[src/rtl/sram_bus_arbiter_pkg.sv]
// ---------------------------------------------------------------------------
// sram_bus_arbiter_pkg
//   Shared definitions for the SRAM-like bus arbiter: FSM state encoding,
//   transaction owner encoding, bus size codes and the byte-write-select
//   decoder that turns a wsel pattern into a bus size and a low address offset.
// ---------------------------------------------------------------------------
package sram_bus_arbiter_pkg;

    typedef enum logic [1:0] {
        ST_IDLE = 2'd0,
        ST_ADDR = 2'd1,
        ST_DATA = 2'd2,
        ST_DONE = 2'd3
    } state_t;

    typedef enum logic {
        OWN_INST = 1'b0,
        OWN_DATA = 1'b1
    } owner_t;

    localparam logic [1:0] SIZE_BYTE = 2'd0;
    localparam logic [1:0] SIZE_HALF = 2'd1;
    localparam logic [1:0] SIZE_WORD = 2'd2;

    typedef struct packed {
        logic       legal;
        logic [1:0] size;
        logic [1:0] offset;
    } wsel_map_t;

    // Only naturally aligned byte, halfword and word patterns are legal.
    function automatic wsel_map_t wsel_decode(input logic [3:0] wsel);
        wsel_map_t m;
        m.legal  = 1'b1;
        m.size   = SIZE_BYTE;
        m.offset = 2'd0;
        case (wsel)
            4'b0001: m.offset = 2'd0;
            4'b0010: m.offset = 2'd1;
            4'b0100: m.offset = 2'd2;
            4'b1000: m.offset = 2'd3;
            4'b0011: begin
                m.size   = SIZE_HALF;
                m.offset = 2'd0;
            end
            4'b1100: begin
                m.size   = SIZE_HALF;
                m.offset = 2'd2;
            end
            4'b1111: begin
                m.size   = SIZE_WORD;
                m.offset = 2'd0;
            end
            default: m.legal = 1'b0;
        endcase
        return m;
    endfunction

endpackage

[src/rtl/sram_bus_arbiter.sv]
// ---------------------------------------------------------------------------
// sram_bus_arbiter
//   Shares one SRAM-like bus between instruction fetch and the MEM stage, one
//   transaction at a time. The granted request is latched, the bus handshake
//   is sequenced and read data is returned with a one-cycle done pulse.
//   stall_o holds the pipeline until every pending requester has been served.
//
//   State | meaning
//   IDLE  | arbitrate between unserved requesters
//   ADDR  | bus_req_o high with latched fields, waiting for addr_ok
//   DATA  | waiting for data_ok
//   DONE  | owner's done pulse (inst pulse suppressed if flushed)
//
// Ports
//   clk_i, reset_i                  clock, async active-high reset
//   inst_req_i/addr_i               fetch request (level) and address
//   inst_rdata_o/done_o             fetched word and completion pulse
//   data_req_i/wr_i/wsel_i          MEM request, direction, byte select
//   data_addr_i/wdata_i             MEM address and write data
//   data_rdata_o/done_o             MEM read word and completion pulse
//   flush_i                         exception flush, drops inst result
//   stall_o                         pipeline freeze (combinational)
//   bus_req_o/wr_o/size_o/addr_o/wdata_o   SRAM-like request side
//   bus_addr_ok_i/data_ok_i/rdata_i        SRAM-like response side
// ---------------------------------------------------------------------------
module sram_bus_arbiter
    import sram_bus_arbiter_pkg::*;
#(
    parameter bit DATA_FIRST = 1'b1
) (
    input  logic        clk_i,
    input  logic        reset_i,
    input  logic        inst_req_i,
    input  logic [31:0] inst_addr_i,
    output logic [31:0] inst_rdata_o,
    output logic        inst_done_o,
    input  logic        data_req_i,
    input  logic        data_wr_i,
    input  logic [3:0]  data_wsel_i,
    input  logic [31:0] data_addr_i,
    input  logic [31:0] data_wdata_i,
    output logic [31:0] data_rdata_o,
    output logic        data_done_o,
    input  logic        flush_i,
    output logic        stall_o,
    output logic        bus_req_o,
    output logic        bus_wr_o,
    output logic [1:0]  bus_size_o,
    output logic [31:0] bus_addr_o,
    output logic [31:0] bus_wdata_o,
    input  logic        bus_addr_ok_i,
    input  logic        bus_data_ok_i,
    input  logic [31:0] bus_rdata_i
);

    state_t      r_state;
    owner_t      r_owner;
    logic        r_bus_req;
    logic        r_bus_wr;
    logic [1:0]  r_bus_size;
    logic [31:0] r_bus_addr;
    logic [31:0] r_bus_wdata;
    logic [31:0] r_inst_rdata;
    logic [31:0] r_data_rdata;
    logic        r_inst_done;
    logic        r_data_done;
    logic        r_inst_served;
    logic        r_data_served;
    logic        r_discard;

    logic        w_inst_pending;
    logic        w_data_pending;
    logic        w_inst_eligible;
    logic        w_pick_data;
    logic        w_pick_inst;
    logic        w_complete;
    logic        w_drop_inst;
    wsel_map_t   w_wmap;

    assign w_inst_pending  = inst_req_i & ~r_inst_served;
    assign w_data_pending  = data_req_i & ~r_data_served;
    // A flush in IDLE means the fetch address is stale; hold off granting it.
    assign w_inst_eligible = w_inst_pending & ~flush_i;
    assign w_pick_data     = w_data_pending & (DATA_FIRST | ~w_inst_eligible);
    assign w_pick_inst     = w_inst_eligible & ~w_pick_data;
    assign w_wmap          = wsel_decode(data_wsel_i);

    // addr_ok and data_ok together in ADDR finish the transaction at once.
    assign w_complete  = ((r_state == ST_ADDR) & bus_addr_ok_i & bus_data_ok_i) |
                         ((r_state == ST_DATA) & bus_data_ok_i);
    assign w_drop_inst = r_discard | flush_i;

    assign stall_o = w_inst_pending | w_data_pending;

    always_ff @(posedge clk_i or posedge reset_i) begin
        if (reset_i) begin
            r_state       <= ST_IDLE;
            r_owner       <= OWN_INST;
            r_bus_req     <= 1'b0;
            r_bus_wr      <= 1'b0;
            r_bus_size    <= SIZE_BYTE;
            r_bus_addr    <= '0;
            r_bus_wdata   <= '0;
            r_inst_rdata  <= '0;
            r_data_rdata  <= '0;
            r_inst_done   <= 1'b0;
            r_data_done   <= 1'b0;
            r_inst_served <= 1'b0;
            r_data_served <= 1'b0;
            r_discard     <= 1'b0;
        end else begin
            r_inst_done <= 1'b0;
            r_data_done <= 1'b0;

            // Pipeline advances whenever stall is low, so served history resets.
            if (!stall_o) begin
                r_inst_served <= 1'b0;
                r_data_served <= 1'b0;
            end

            if (((r_state == ST_ADDR) || (r_state == ST_DATA)) &&
                (r_owner == OWN_INST) && flush_i) begin
                r_discard <= 1'b1;
            end

            case (r_state)
                ST_IDLE: begin
                    if (w_pick_data) begin
                        r_owner <= OWN_DATA;
                        if (data_wr_i && !w_wmap.legal) begin
                            // Malformed write: complete without touching the bus.
                            r_data_rdata  <= '0;
                            r_data_done   <= 1'b1;
                            r_data_served <= 1'b1;
                            r_state       <= ST_DONE;
                        end else begin
                            r_bus_req   <= 1'b1;
                            r_bus_wr    <= data_wr_i;
                            r_bus_size  <= data_wr_i ? w_wmap.size : SIZE_WORD;
                            r_bus_addr  <= data_wr_i ? {data_addr_i[31:2], w_wmap.offset}
                                                     : data_addr_i;
                            r_bus_wdata <= data_wdata_i;
                            r_state     <= ST_ADDR;
                        end
                    end else if (w_pick_inst) begin
                        r_owner     <= OWN_INST;
                        r_bus_req   <= 1'b1;
                        r_bus_wr    <= 1'b0;
                        r_bus_size  <= SIZE_WORD;
                        r_bus_addr  <= inst_addr_i;
                        r_bus_wdata <= '0;
                        r_state     <= ST_ADDR;
                    end
                end
                ST_ADDR: begin
                    if (bus_addr_ok_i) begin
                        r_bus_req <= 1'b0;
                        r_state   <= bus_data_ok_i ? ST_DONE : ST_DATA;
                    end
                end
                ST_DATA: begin
                    if (bus_data_ok_i) begin
                        r_state <= ST_DONE;
                    end
                end
                ST_DONE: begin
                    r_state   <= ST_IDLE;
                    r_discard <= 1'b0;
                end
                default: r_state <= ST_IDLE;
            endcase

            if (w_complete) begin
                if (r_owner == OWN_DATA) begin
                    r_data_rdata  <= bus_rdata_i;
                    r_data_done   <= 1'b1;
                    r_data_served <= 1'b1;
                end else begin
                    // A flushed fetch still counts as served so stall can drop.
                    r_inst_rdata  <= bus_rdata_i;
                    r_inst_done   <= ~w_drop_inst;
                    r_inst_served <= 1'b1;
                end
            end
        end
    end

    assign inst_rdata_o = r_inst_rdata;
    assign inst_done_o  = r_inst_done;
    assign data_rdata_o = r_data_rdata;
    assign data_done_o  = r_data_done;
    assign bus_req_o    = r_bus_req;
    assign bus_wr_o     = r_bus_wr;
    assign bus_size_o   = r_bus_size;
    assign bus_addr_o   = r_bus_addr;
    assign bus_wdata_o  = r_bus_wdata;

endmodule

[config.mk]
export PLATFORM = sky130hd
export DESIGN_NAME = sram_bus_arbiter
export DESIGN_NICKNAME = d
export VERILOG_FILES = /design/src/rtl/sram_bus_arbiter_pkg.sv /design/src/rtl/sram_bus_arbiter.sv
export SDC_FILE = /design/constraint.sdc
export NUM_CORES = 1
export LEC_CHECK = 0
export CELL_PAD_IN_SITES_DETAIL_PLACEMENT = 1
export CELL_PAD_IN_SITES_GLOBAL_PLACEMENT = 1
export CORE_ASPECT_RATIO = 0.75
export CORE_MARGIN = 3
export CORE_UTILIZATION = 31
export DETAILED_ROUTE_END_ITERATION = 8
export HOLD_SLACK_MARGIN = 0.02
export PLACE_DENSITY = 0.87
export SYNTH_ARGS = -nofsm -noshare
export SYNTH_HDL_FRONTEND = slang
export SYNTH_SLANG_ARGS = --single-unit
export TNS_END_PERCENT = 20
[constraint.sdc]
create_clock -name clk_i -period 6 [get_ports clk_i]
set_clock_uncertainty 0.1 [all_clocks]
set_input_delay 1.2 -clock clk_i [delete_from_list [all_inputs] [get_ports clk_i]]
set_output_delay 1.2 -clock clk_i [all_outputs]
set_load 0.02 [all_outputs]
== Word level (Yosys, flattened, before mapping) ==
Cells that the tools add are included.
Widths: inputs -> output; s select.

* $add $sub $neg: 0
* Multiplexer cells: 53
* Bitwise gates (word level): 16
* Divide/modulo/power cells: 0
* Shifts and indexed selects: 0
* Reductions and logical operators: 17
* Magnitude comparators: 0
* Equal/unequal tests: 15
* $mul: 0

{| class="wikitable"
|+ Operators with widths
! kind !! count
|-
| $mux 32 || 11
|-
| $mux 1 || 28
|-
| $mux 2 || 10
|-
| $eq 4x4->1 const B || 3
|-
| $eq 4x2->1 const B || 2
|-
| $pmux 2 s4 || 1
|-
| $and 1x1->1 || 7
|-
| $reduce_or 7->1 || 1
|-
| $ne 2x2->1 const B || 3
|-
| $ne 3x3->1 const B || 2
|-
| $not 1->1 || 6
|-
| $pmux 2 s3 || 1
|-
| $reduce_and 3->1 || 2
|-
| $reduce_bool 2->1 || 3
|-
| $eq 2x2->1 const B || 2
|-
| $eq 4x1->1 const B || 1
|-
| $eq 4x3->1 const B || 1
|-
| $pmux 2 s2 || 1
|-
| $reduce_and 2->1 || 2
|-
| $reduce_and 4->1 || 1
|-
| $reduce_or 2->1 || 2
|-
| $logic_and 1x1->1 || 3
|-
| $or 1x1->1 || 3
|-
| $eq 2x1->1 const B || 1
|-
| 4 further kinds || 4
|}

* Logic and storage cells: 115
* Latch bits: 0
* Input port bits: 140
* Memories: 0
* Output and inout bits: 135
* Register bits: 140
* Bits in read-only memories: 0
* Bits in writable memories: 0

== Logic depth before layout (Yosys ltp) ==
* Depth in word-level cells: 10
* Mapped depth: 7
* Gate-level depth less buffers: 6

== Worst setup path before layout ==
Ideal clock, no wire load.

* Kind: input-to-output
* From: in data_req_i
* To: out stall_o
* Data required time: 4,700 ps
* Cell stages on the path: 4
* Arrival time: 2,033 ps
* Buffers on the path: 2
* Path slack: 2,667 ps
* Cell sequence: nor2b_1 > clkbuf_1 > clkbuf_1 > a21o_1

* Cells in the longest elaborated chain, start to end: 2

{| class="wikitable"
|+ RTL lines
! what !! line !! source
|-
| start: declaration || sram_bus_arbiter.sv:37 || <nowiki>input logic data_req_i,</nowiki>
|-
| $and 1x1->1 || sram_bus_arbiter.sv:81 || <nowiki>assign w_data_pending = data_req_i & ~r_data_served;</nowiki>
|-
| $or 1x1->1 || sram_bus_arbiter.sv:93 || <nowiki>assign stall_o = w_inst_pending | w_data_pending;</nowiki>
|-
| end: declaration || sram_bus_arbiter.sv:45 || <nowiki>output logic stall_o,</nowiki>
|}

No other way between the ends.

== Worst setup path after layout ==
Ends and elaborated chain as after synthesis.

==> results_tabular.tex <==
\begin{tabular}{lr}
\hline
Metric & Value \\
\hline
\multicolumn{2}{l}{\textbf{Status}} \\
Outcome & completed \\
\multicolumn{2}{l}{\textbf{Routing}} \\
M1 WL & between 7 and 8 mm \\
Met2 routed wirelength & between 9 and 10 mm \\
Number of detailed-routing iterations run before antenna repair & 4 \\
Drt total wl & 19.2 mm \\
Top metal layer carrying routed signals & met4 \\
Length of routed met3 wiring & about 1.7 mm \\
Post-detailed-route wirelength per cell & 18.7 um \\
Remaining number of nets flagged by the antenna check after routing & 0 \\
First DRT Iteration DRCs & roughly 150 \\
Via-per-instance ratio & roughly 4.8 \\
Remaining DRCs & 0 \\
Routed via count & around 4900 \\
\multicolumn{2}{l}{\textbf{Finish}} \\
Diodes inserted & 0 \\
Most frequent standard cell in the layout excluding fill and tap cells & sky130\_fd\_sc\_hd\_\_clkdlybuf4s50\_1 \\
Utilization of the core after routing & 0.508 \\
Commonest cells after routing, fill and taps aside & 274 x sky130\_fd\_sc\_hd\_\_clkdlybuf4s50\_1, 140 x sky130\_fd\_sc\_hd\_\_dfrtp\_1, 126 x sky130\_fd\_sc\_hd\_\_nand2\_1 \\
Layout cells sized above 1 & 0.142 \\
Final instance count without filler cells & 1027 \\
Layout net count & 911 \\
Area of all placed cells without fillers & roughly 0.0094 mm\^{}2 \\
Area growth from synthesis to layout & 59.8\% \\
\multicolumn{2}{l}{\textbf{Worst setup path}} \\
Worst-path fanout max & 36 \\
Cell family with the largest share of critical-path delay & buffers and inverters \\
Critical Path, Cell by Cell & clkdlybuf4s50\_1, nor2b\_2, buf\_4, a21o\_1, clkdlybuf4s50\_1 \\
Sum of buffers and inverters on the critical path & 3 \\
Setup crit end kind & primary output \\
Reg-to-reg critical path startpoint & r\_state[1] \\
Worst EP arrival & around 2.9 ns \\
Critical Path Start Type & input pin \\
Worst setup path class & in2out \\
CP max-delay cell & sky130\_fd\_sc\_hd\_\_clkdlybuf4s50\_1 \\
Highest cell delay on the worst timing path & 0.60 ns \\
Critical Path Source & data\_req\_i \\
CP most frequent cell & sky130\_fd\_sc\_hd\_\_clkdlybuf4s50\_1 \\
Required time reported for the critical path endpoint & about 4.7 ns \\
\multicolumn{2}{l}{\textbf{Synth}} \\
Asr flop ratio synth & 1.00 \\
Primary FF master, synth & sky130\_fd\_sc\_hd\_\_dfrtp\_1 \\
Distinct cell type count of the synthesized netlist & 40 \\
Share of the yosys chip area belonging to registers & 0.593 \\
Post-Syn Nets & 640 \\
Post-synthesis sequential element count & 140 \\
Gate count of the mapped netlist & about 500 \\
Number of enable flip-flop cells after synthesis & 0 \\
Yosys warnings & 0 \\
Mean area per synthesized cell & approximately 12 um\^{}2 \\
Cell area after technology mapping & approximately 0.0059 mm\^{}2 \\
\multicolumn{2}{l}{\textbf{STA}} \\
Share of the cycle needed by the critical path after routing & 0.696 \\
Max Freq & 0.239 GHz \\
Slew @ Worst Pin & $\sim$1.1 ns \\
Final hold slack & 0.362 ns \\
Fin worst setup slack & 1.82 ns \\
Number of failing hold endpoints at the final stage & 0 \\
Pins Over Slew Limit & 0 \\
Fin Setup TNS & 0 ns \\
RSZ-0062 raised after global routing & false \\
Max-slew headroom at the worst pin & 0.296 \\
Count of final setup violators & 0 \\
Tmin final & between 4 and 5 ns \\
\multicolumn{2}{l}{\textbf{GRT}} \\
Number of global-route vias before repair & 5323 \\
Pin count of the biggest net entering global routing & 106 \\
Antenna violations before repair & 0 \\
Gr usage total & 0.181 \\
Wire length of the first global-routing pass & 29.3 mm \\
Grt total ovfl & 0 \\
\multicolumn{2}{l}{\textbf{Placed design}} \\
Routability Congestion & between 0.7 and 0.8 \\
Number of I/O port buffers & between 200 and 300 \\
Number of placed instances, taps included & 995 \\
Post-detail-place hpwl & $\sim$14 mm \\
Worst setup timing slack at the placement stage & roughly 1.8 ns \\
Placed Area & about 0.009 mm\^{}2 \\
\multicolumn{2}{l}{\textbf{Pwr}} \\
Pwr/cell area & approximately 530 mW/mm\^{}2 \\
Post-route total power & approximately 5 mW \\
Max VDD drop & roughly 0.23 mV \\
Static Leakage & 4.09 nW \\
\multicolumn{2}{l}{\textbf{Clock tree}} \\
Hold-fix buffers at CTS & 0 \\
TritonCTS clock tree & yes \\
Clock root cell & sky130\_fd\_sc\_hd\_\_clkbuf\_16 \\
Number of buffers added by the clock tree synthesis step & 17 \\
Latest clock arrival within the worst-skew pair & 0.41 ns \\
Post-CTS resize count & 0 \\
Clk buf depth & 2 \\
Post CTS Setup Buffer Count & 0 \\
Clock-pin slew reported for the worst setup and hold paths after clock tree synthesis & about 0.06 ns \\
Clock H-tree levels & 4 \\
Clock sink total & 140 \\
\multicolumn{2}{l}{\textbf{Floorplan}} \\
Die outline width & around 170 um \\
Number of top-level pins & 275 \\
Die outline height & roughly 130 um \\
Cell row count & 43 \\
Floorplan Core Area & between 0.015 and 0.02 mm\^{}2 \\
Initial standard-cell utilization of the core & 0.318 \\
Die outline area & around 0.021 mm\^{}2 \\
\multicolumn{2}{l}{\textbf{Run}} \\
Maxcap violations & 0 \\
\multicolumn{2}{l}{\textbf{Min path}} \\
Type of the worst min-delay path & reg2reg \\
Startpoint of the worst hold path & r\_discard \\
\hline
\end{tabular}
-- metal layers --
metal	GRT usage	vias up
li1	-	2281
met1	0.218	2429
met2	0.297	168
met3	0.0742	25
met4	0.0528	0
met5	0	-
-- kinds of logic (layout without fill, tap and decap cells) --
logic type | Yosys count | count (layout) | share of synthesized area
simple gates | 152 | 152 | 0.105
flops | 140 | 140 | 0.593
compound gates | 95 | 95 | 0.133
mux | 65 | 65 | 0.127
buf+inv | 38 | 322 | 0.0311
fa+ha+maj | 4 | 4 | 0.00847
xor+xnor | 2 | 2 | 0.00296
-- cell usage after synthesis (5+ instances only) --
| master | instances | area, um^2 |
|---|---|---|
| sky130_fd_sc_hd__o21ai_0 | 8 | 40.0 |
| sky130_fd_sc_hd__nand2_1 | 126 | 473 |
| sky130_fd_sc_hd__nor2_1 | 7 | 26.3 |
| sky130_fd_sc_hd__o2bb2ai_1 | 34 | 298 |
| sky130_fd_sc_hd__buf_4 | 5 | 37.5 |
| sky130_fd_sc_hd__inv_1 | 8 | 30.0 |
| sky130_fd_sc_hd__dfrtp_1 | 140 | 3500 |
| sky130_fd_sc_hd__buf_2 | 6 | 30.0 |
| sky130_fd_sc_hd__clkbuf_1 | 17 | 63.8 |
| sky130_fd_sc_hd__a31oi_1 | 6 | 37.5 |
| sky130_fd_sc_hd__mux2_4 | 6 | 90.1 |
| sky130_fd_sc_hd__mux2_2 | 58 | 653 |
| sky130_fd_sc_hd__a22o_1 | 32 | 280 |
-- layout make-up --
| type | instances | area [um^2] |
|---|---|---|
| clock buffer | 19 | 443 |
| inverter | 8 | 35.0 |
| timing repair buffer | 282 | 2800 |
| sequential | 140 | 3500 |
| multi-input combinational | 318 | 2250 |
| tap | 247 | 309 |
| fill | 1992 | 9170 |
| clock inverter | 13 | 105 |
-- registers in the layout, summed over array words and instances (netlist names), 2 cells and up --
| name | count |
|---|---|
| bus_addr_o | 32 |
| bus_size_o | 2 |
| bus_wdata_o | 32 |
| data_rdata_o | 32 |
| inst_rdata_o | 32 |
| r_state | 2 |
-- report_power, final --
group / switching (mW) / internal (mW) / leakage [nW] / total (mW)
logic: 1.19 / 1.21 / 2.10 / 2.40
registers: 0.240 / 1.38 / 1.74 / 1.62
clock network: 0.441 / 0.549 / 0.258 / 0.990
-- path summary, 6_finish.rpt --
check	to	slack [ns]	cells after the start
worst max-delay path	stall_o	1.82	5
worst min-delay path	inst_done_o	0.36	1
worst max register to register	inst_rdata_o[17]	3.29	6
worst min register to register	inst_done_o	0.36	1
max in group asynchronous	inst_rdata_o[8]	3.46	3
min in group asynchronous	bus_wdata_o[11]	1.29	2
-- worst reg2reg max path: stages, from the launching register on --
cell                      delay (ns)
sky130_fd_sc_hd__dfrtp_1        0.43
sky130_fd_sc_hd__inv_1          0.10
sky130_fd_sc_hd__ha_1           0.20
sky130_fd_sc_hd__and2_1         0.20
sky130_fd_sc_hd__o21ai_0        0.24
sky130_fd_sc_hd__nor2_4         0.87
sky130_fd_sc_hd__mux2_2         0.45
(Power assumes the default switching activity.)
